`src/rtl/load_unit_ctrl.sv`:
```
// Multi-cycle RV64 load sequencer: aligned doubleword read, byte-align, extend, one-cycle write-back.
// Optional misaligned-access trap enabled by LOAD_MISALIGN_TRAP_EN; done follows accept by MEM_LATENCY+3 cycles.
module load_unit_ctrl #(
  parameter int MEM_LATENCY = 1
) (
  input  logic        clk,
  input  logic        reset,
  input  logic        start,
  input  logic [2:0]  funct3,
  input  logic [63:0] addr,
  input  logic [4:0]  rd_in,
  output logic        busy,
  output logic [63:0] mem_addr,
  output logic        mem_rd,
  input  logic [63:0] mem_rdata,
  output logic [63:0] ext_data,
  output logic [2:0]  ext_sel,
  input  logic [63:0] ext_result,
  output logic        wb_en,
  output logic [4:0]  wb_rd,
  output logic [63:0] wb_data,
  output logic        done,
  output logic        illegal,
  output logic        misaligned
);

  typedef enum logic [2:0] {IDLE, REQ, WAIT, EXT, DONE} state_t;

  state_t      state_q, state_d;
  logic [2:0]  f3_q;
  logic [2:0]  off_q;
  logic [4:0]  rd_q;
  logic [63:0] mem_addr_q;
  logic [3:0]  cnt_q;
  logic [63:0] ext_data_q;
  logic [2:0]  ext_sel_q;
  logic [63:0] wb_data_q;
  logic [4:0]  wb_rd_q;
  logic        illegal_q;
  logic        mis_q;

  logic        cmd_illegal;
  logic        cmd_mis;
  logic        accept;

  function automatic logic [2:0] sel_code(input logic [2:0] f3);
    case (f3)
      3'b000:  sel_code = 3'd3;
      3'b001:  sel_code = 3'd2;
      3'b010:  sel_code = 3'd1;
      3'b011:  sel_code = 3'd0;
      3'b100:  sel_code = 3'd6;
      3'b101:  sel_code = 3'd5;
      3'b110:  sel_code = 3'd4;
      default: sel_code = 3'd0;
    endcase
  endfunction

`ifdef LOAD_MISALIGN_TRAP_EN
  function automatic logic is_misaligned(input logic [2:0] f3, input logic [2:0] off);
    case (f3)
      3'b001, 3'b101: is_misaligned = off[0];
      3'b010, 3'b110: is_misaligned = |off[1:0];
      3'b011:         is_misaligned = |off;
      default:        is_misaligned = 1'b0;
    endcase
  endfunction
  assign cmd_mis = is_misaligned(funct3, addr[2:0]);
`else
  assign cmd_mis = 1'b0;
`endif

  assign cmd_illegal = (funct3 == 3'b111);
  assign accept      = (state_q == IDLE) && start;

  always_ff @(posedge clk) begin
    if (reset) state_q <= IDLE;
    else       state_q <= state_d;
  end

  always_comb begin
    state_d = state_q;
    case (state_q)
      IDLE: if (start) state_d = (cmd_illegal || cmd_mis) ? DONE : REQ;
      REQ:  state_d = WAIT;
      WAIT: if (cnt_q == 4'd0) state_d = EXT;
      EXT:  state_d = DONE;
      DONE: state_d = IDLE;
      default: state_d = IDLE;
    endcase
  end

  always_comb begin
    busy       = (state_q != IDLE);
    mem_rd     = (state_q == REQ);
    done       = (state_q == DONE);
    illegal    = (state_q == DONE) && illegal_q;
    misaligned = (state_q == DONE) && mis_q;
    wb_en      = (state_q == DONE) && !illegal_q && !mis_q && (rd_q != 5'd0);
  end

  always_ff @(posedge clk) begin
    if (reset) begin
      f3_q       <= '0;
      off_q      <= '0;
      rd_q       <= '0;
      mem_addr_q <= '0;
      cnt_q      <= '0;
      ext_data_q <= '0;
      ext_sel_q  <= '0;
      wb_data_q  <= '0;
      wb_rd_q    <= '0;
      illegal_q  <= 1'b0;
      mis_q      <= 1'b0;
    end else begin
      if (accept) begin
        f3_q      <= funct3;
        off_q     <= addr[2:0];
        rd_q      <= rd_in;
        illegal_q <= cmd_illegal;
        mis_q     <= cmd_mis;
        // Trapped commands skip EXT, so their write-back register is captured here.
        if (cmd_illegal || cmd_mis) wb_rd_q <= rd_in;
        else                        mem_addr_q <= {addr[63:3], 3'b000};
      end
      if (state_q == REQ)
        cnt_q <= 4'(MEM_LATENCY - 1);
      else if (state_q == WAIT && cnt_q != 4'd0)
        cnt_q <= cnt_q - 4'd1;
      // Upper bytes beyond the doubleword are zero-filled by the logical shift.
      if (state_q == WAIT && cnt_q == 4'd0) begin
        ext_data_q <= mem_rdata >> {off_q, 3'b000};
        ext_sel_q  <= sel_code(f3_q);
      end
      if (state_q == EXT) begin
        wb_data_q <= ext_result;
        wb_rd_q   <= rd_q;
      end
    end
  end

  assign mem_addr = mem_addr_q;
  assign ext_data = ext_data_q;
  assign ext_sel  = ext_sel_q;
  assign wb_data  = wb_data_q;
  assign wb_rd    = wb_rd_q;

endmodule

```
`config.mk`:
```
export PLATFORM = sky130hd
export DESIGN_NAME = load_unit_ctrl
export DESIGN_NICKNAME = d
export VERILOG_FILES = /design/src/rtl/load_unit_ctrl.sv
export SDC_FILE = /design/constraint.sdc
export NUM_CORES = 1
export LEC_CHECK = 0
export ABC_CLOCK_PERIOD_IN_PS = 2200
export CAP_MARGIN = 20
export CORE_AREA = 2 2 160 162
export DETAILED_ROUTE_END_ITERATION = 12
export DIE_AREA = 0 0 162 164
export PLACE_DENSITY = 0.73
export RECOVER_POWER = 50
export SKIP_CTS_REPAIR_TIMING = 1
export SLEW_MARGIN = 20
export SYNTH_ARGS = -nofsm -noshare
export SYNTH_HDL_FRONTEND = slang
export SYNTH_SLANG_ARGS = --single-unit
```
`constraint.sdc`:
```
create_clock -name clk -period 2.2 [get_ports clk]
set_input_delay 0.55 -clock clk [delete_from_list [all_inputs] [get_ports clk]]
set_output_delay 0.55 -clock clk [all_outputs]
set_load 0.05 [all_outputs]
```
# Word-level counts from Yosys, hierarchy flattened
# Index checks and enable logic that the tools add are counted.
dict set report classes {
  n_addsub 1
  n_eq_ne 12
  shift 1
  mux 8
  bitwise_logic 1
  reduce_logical 19
}
# operator count
set op_table {}
lappend op_table {{64-bit by 6-bit >> shifter with 64-bit output} 1}
lappend op_table {{3-bit one-hot mux with 6 select lines} 1}
lappend op_table {{3-bit == test, second input constant} 5}
lappend op_table {{5-bit two-way mux} 3}
lappend op_table {{3-bit one-hot mux with 4 select lines} 1}
lappend op_table {{3-bit by 2-bit == test with 1-bit output, second input constant} 3}
lappend op_table {{3-bit two-way mux} 3}
lappend op_table {{3-bit by 1-bit == test with 1-bit output, second input constant} 2}
lappend op_table {{1-bit logical AND} 6}
lappend op_table {{3-bit logical NOT} 2}
lappend op_table {{2-bit AND reduction} 3}
lappend op_table {{5-bit nonzero test} 1}
lappend op_table {{4-bit logical NOT} 1}
lappend op_table {{2-bit nonzero test} 2}
lappend op_table {{4-bit nonzero test} 1}
lappend op_table {{4-bit by 1-bit subtractor with 4-bit output, second input constant} 1}
lappend op_table {{3-bit nonzero test} 1}
lappend op_table {{2-bit by 1-bit inequality test with 1-bit output, second input constant} 1}
lappend op_table {{2-bit inequality test, second input constant} 1}
lappend op_table {{2-bit OR reduction} 1}
lappend op_table {{1-bit logical NOT} 1}
lappend op_table {{1-bit NOT} 1}
dict set report word_totals {
  reg_bits 216
  input_bits 203
  out_inout_bits 206
  elab_cells 53
}

# Depth between registers and ports, before layout
dict set report depth {
  depth_word 4
  depth_mapped 8
  ltp_nobuf 6
}

# Worst setup path before layout
# Ideal clock, no wire load.
dict set report synth_timing {
  kind {reg2out}
  start {register state_q[0]}
  end {output wb_en}
  t_arrival_ps 2958
  required_time_ps 1650
  slack_ps -1308
  stages_incl_launch_ff 4
  cell_sequence {dfxtp_1 -> buf_4 -> nor3b_1 -> nor3b_1}
}
dict set report synth_between {
  elab_chain_len 3
}
# item line
set synth_lines {}
lappend synth_lines {{from (decl)} 29} ;# state_t state_q, state_d;
lappend synth_lines {{from (signal assigned)} 78} ;# else state_q <= state_d;
lappend synth_lines {{3-bit == test} n/a}
lappend synth_lines {{via done} 22} ;# output logic done,
lappend synth_lines {{1-bit logical AND (2 in series)} 99} ;# wb_en = (state_q == DONE) && !illegal_q && !mis_q && (rd_q != 5'd0);
lappend synth_lines {{to (decl)} 19} ;# output logic wb_en,
# The timed path passes the listed nets, and every way through them passes these cells.

# Worst setup path after layout
dict set report layout_timing {
  start {register rd_q[3]}
  end {output wb_en}
}
dict set report layout_between {
  elab_chain_len 2
}
# item line
set layout_lines {}
lappend layout_lines {{from (decl)} 32} ;# logic [4:0] rd_q;
lappend layout_lines {{from (signal assigned)} 119} ;# rd_q <= rd_in;
lappend layout_lines {{5-bit nonzero test} 99}
lappend layout_lines {{1-bit logical AND} 99}
# No other way between the ends.

==> flow_summary_export.csv <==
group,metric,value,unit
run_status,status,"finished, violations left",
run_status,violations,"negative setup slack",
yosys,synth.area.mux_share,0.0878,
sta,max-slew-margin-rel,0.325,
power_and_ir_drop,ir_drop,0.529,mV
floorplanning,die_area,26600,um^2
yosys,ys_types,45,
cells_and_area,num-fill-cells,2236,
yosys,yosys.area.top_type_share,0.474,
yosys,synth_compound_area_frac,0.153,
sta,rsz0062_at_grt,"yes",
routing,drt_wl_total,34.8,mm
yosys,async_reset_ff_frac,0,
grt,antenna_found_initial,0,
cells_and_area,multi_input_area,4400,um^2
routing,via_count,9594,
worst_setup_path,cpPeakStageDelay,560,ps
grt,grt_usage,0.243,
sta,fin_ws,-102,ps
worst_setup_path,cp.arrival,1750,ps
floorplanning,fp.dieH,164,um
sta,max_freq,434,MHz
cells_and_area,fin_util,0.587,
yosys,yosysSeqAreaShare,0.474,
yosys,ys_seq_elements,216,
grt,grt_pass1_wl,51.1,mm
cells_and_area,area_growth,59.7,%
sta,finalCritPeriodShare,1.05,
placement,dp_hpwl,25.3,mm
worst_setup_path,reg2reg_depth,8,
cts,cts_made_buffers,25,
cells_and_area,seqCellArea,4330,um^2
worst_setup_path,cp.required,1650,ps
worst_hold_path,holdPathStages,2,
worst_setup_path,endpoint_kind,"primary output",
routing,post_drt_wl_per_cell,18.7,um
power_and_ir_drop,power_density,797,nW/um^2
yosys,yosysTopAreaCell,"dfxtp_1",
cts,cts_sinks,216,
worst_setup_path,worstPathCellList,"or4_4 > nor2_4 > nor3b_4 > buf_12",
floorplanning,rows,58,
grt,grt_pass1_vias,9151,
placement,port_buffers,404,
routing,drtIter0Drc,792,
sta,finalHoldViolations,0,
power_and_ir_drop,leakagePower,7.39,nW
sta,finalMaxSlewViolations,0,
worst_setup_path,worstSetupStartpointType,"flop",
sta,worst_slew_pin_slew,1010,ps
cells_and_area,nNetsFinal,1723,
floorplanning,ios,409,
yosys,synth-xor-area-share,0.00384,
yosys,syn_area_per_cell,8.08,um^2
sta,whs,445,ps
sta,finalClockSkew,11.4,ps
cts,cts_buffer_depth,3,
yosys,yosysWarnings,0,
routing,first_pass_iters,5,
placement,pre_cts_ws,-81.9,ps
grt,grt_use_met3,0.0631,
yosys,syn_inst,1130,
cts,cts-htree-levels,1,
sta,min_period,2300,ps
yosys,synth_ff_type,"dfxtp_1",
worst_setup_path,cpMaxStageDelayCell,"or4_4",
power_and_ir_drop,total_power,0.0116,W
floorplanning,dieWidth,162,um
floorplanning,start_util,0.368,
cells_and_area,layout.cells.non_filler,1866,
yosys,synth_area,9130,um^2
worst_setup_path,critPathKind,"flop to primary output",
yosys,yosysMostFrequentCell,"nand2_1",
cts,root_buffer,"clkbuf_16",
worst_hold_path,min_path_type,"input pin to flop",
yosys,synthTopCellsByArea,"dfxtp_1, nand2_1, a21oi_1",
yosys,synth_top_family_by_area,"simple AND/OR/NAND/NOR gates",
routing,drc_errors,0,
cts,worst_skew_pair.late_latency,520,ps
yosys,synthTopCellsByCount,"nand2_1, dfxtp_1, a21oi_1",
worst_setup_path,cp_max_fo,3,
grt,overflow,0,
placement,dp.cells,1821,
grt,met1_usage,0.283,
yosys,synthSimpleGateAreaFrac,0.232,
yosys,synth_adder_area_share,0.00137,
cts,cts_tree,"built",
grt,grt-busiest-layer,"met2",
grt,grt_max_degree,63,
grt,met2_usage,0.420,
yosys,synth_edf_count,0,
floorplanning,coreArea,24800,um^2
placement,place_congestion,0.899,
cells_and_area,final_layout_size_suffix_gt1_frac,0.0717,
routing,ant_nets,0,
cts,clk_pin_slew_worst_paths,60,ps
routing,viasPerCell,5.14,
job,drv_cap,0,
sta,final-setup-viol-count,1,
-- worst max-delay path: cells and delay by family (launching register included) --
family	cells	cell delay [ps]
AND/OR/NAND/NOR	3	760
buffers and inverters	1	150
flip-flops	1	330
-- where the power goes --
group          leakage, nW  switching [W]  internal, W
combinational         5.24        0.00192      0.00112
sequential            1.76       0.000161      0.00418
clock                0.397        0.00166      0.00257
-- cells in the final DEF, fill, tap and decap left out, types with 17 or more instances in the layout --
cell type and count:
a21oi_1 164, nand2_1 326, a22oi_1 24, dlymetal6s2s_1 139, buf_12 17, buf_4 33, dfxtp_1 210, clkbuf_1 70
nor3_1 30, mux2i_1 80, clkbuf_16 25, clkdlybuf4s50_1 200, nor2_1 65
-- worst paths after layout --
path | from | endpoint | slack, ps
min reg2reg | mem_addr[34] | mem_addr[34] | 450
max | rd_q[3] | wb_en | -100
min | reset | state_q[2] | 440
max reg2reg | cnt_q[0] | ext_data[23] | 180
-- registers in the layout, indices dropped and copies added, names as in the netlist --
| register | count |
|---|---|
| ext_data | 64 |
| wb_data | 64 |
| ext_sel | 3 |
| state_q | 3 |
| wb_rd | 5 |
| illegal_q | 1 |
| off_q | 3 |
| mem_addr | 61 |
| f3_q | 3 |
| rd_q | 5 |
| cnt_q | 4 |
-- per-stage QoR --
stage	area, um^2	setup TNS, ps
after floorplan	9160	0
after global placement	13700	0
after detailed placement	13700	-498
after CTS	14500	-7560
after global routing	14600	-2630
final	14600	-102
-- layout make-up --
type / count / area share
antenna: 1 / 0.000172
inverter: 3 / 0.000773
timing repair buffer: 454 / 0.315
tap: 330 / 0.0283
clock inverter: 6 / 0.00764
sequential: 216 / 0.297
multi-input combinational: 819 / 0.302
clock buffer: 37 / 0.0488
-- cell families (layout without fill, tap and decap cells) --
logic type | count (synthesis) | in the layout
DFF | 216 | 216
adders and majority gates | 1 | 1
muxes | 80 | 80
xor gates and xnor gates | 4 | 4
other | 1 | 5
buffers and inverters | 98 | 500
and+or+nand+nor | 495 | 495
AOI/OAI and AO/OA | 235 | 235
-- per-layer routing --
| layer | vias to the layer above | share of wire |
|---|---|---|
| li1 | 4597 | - |
| met1 | 4441 | 0.38 |
| met2 | 473 | 0.48 |
| met3 | 83 | 0.087 |
| met4 | 0 | 0.046 |
| met5 | - | 0 |
(Power assumes the default switching activity.)
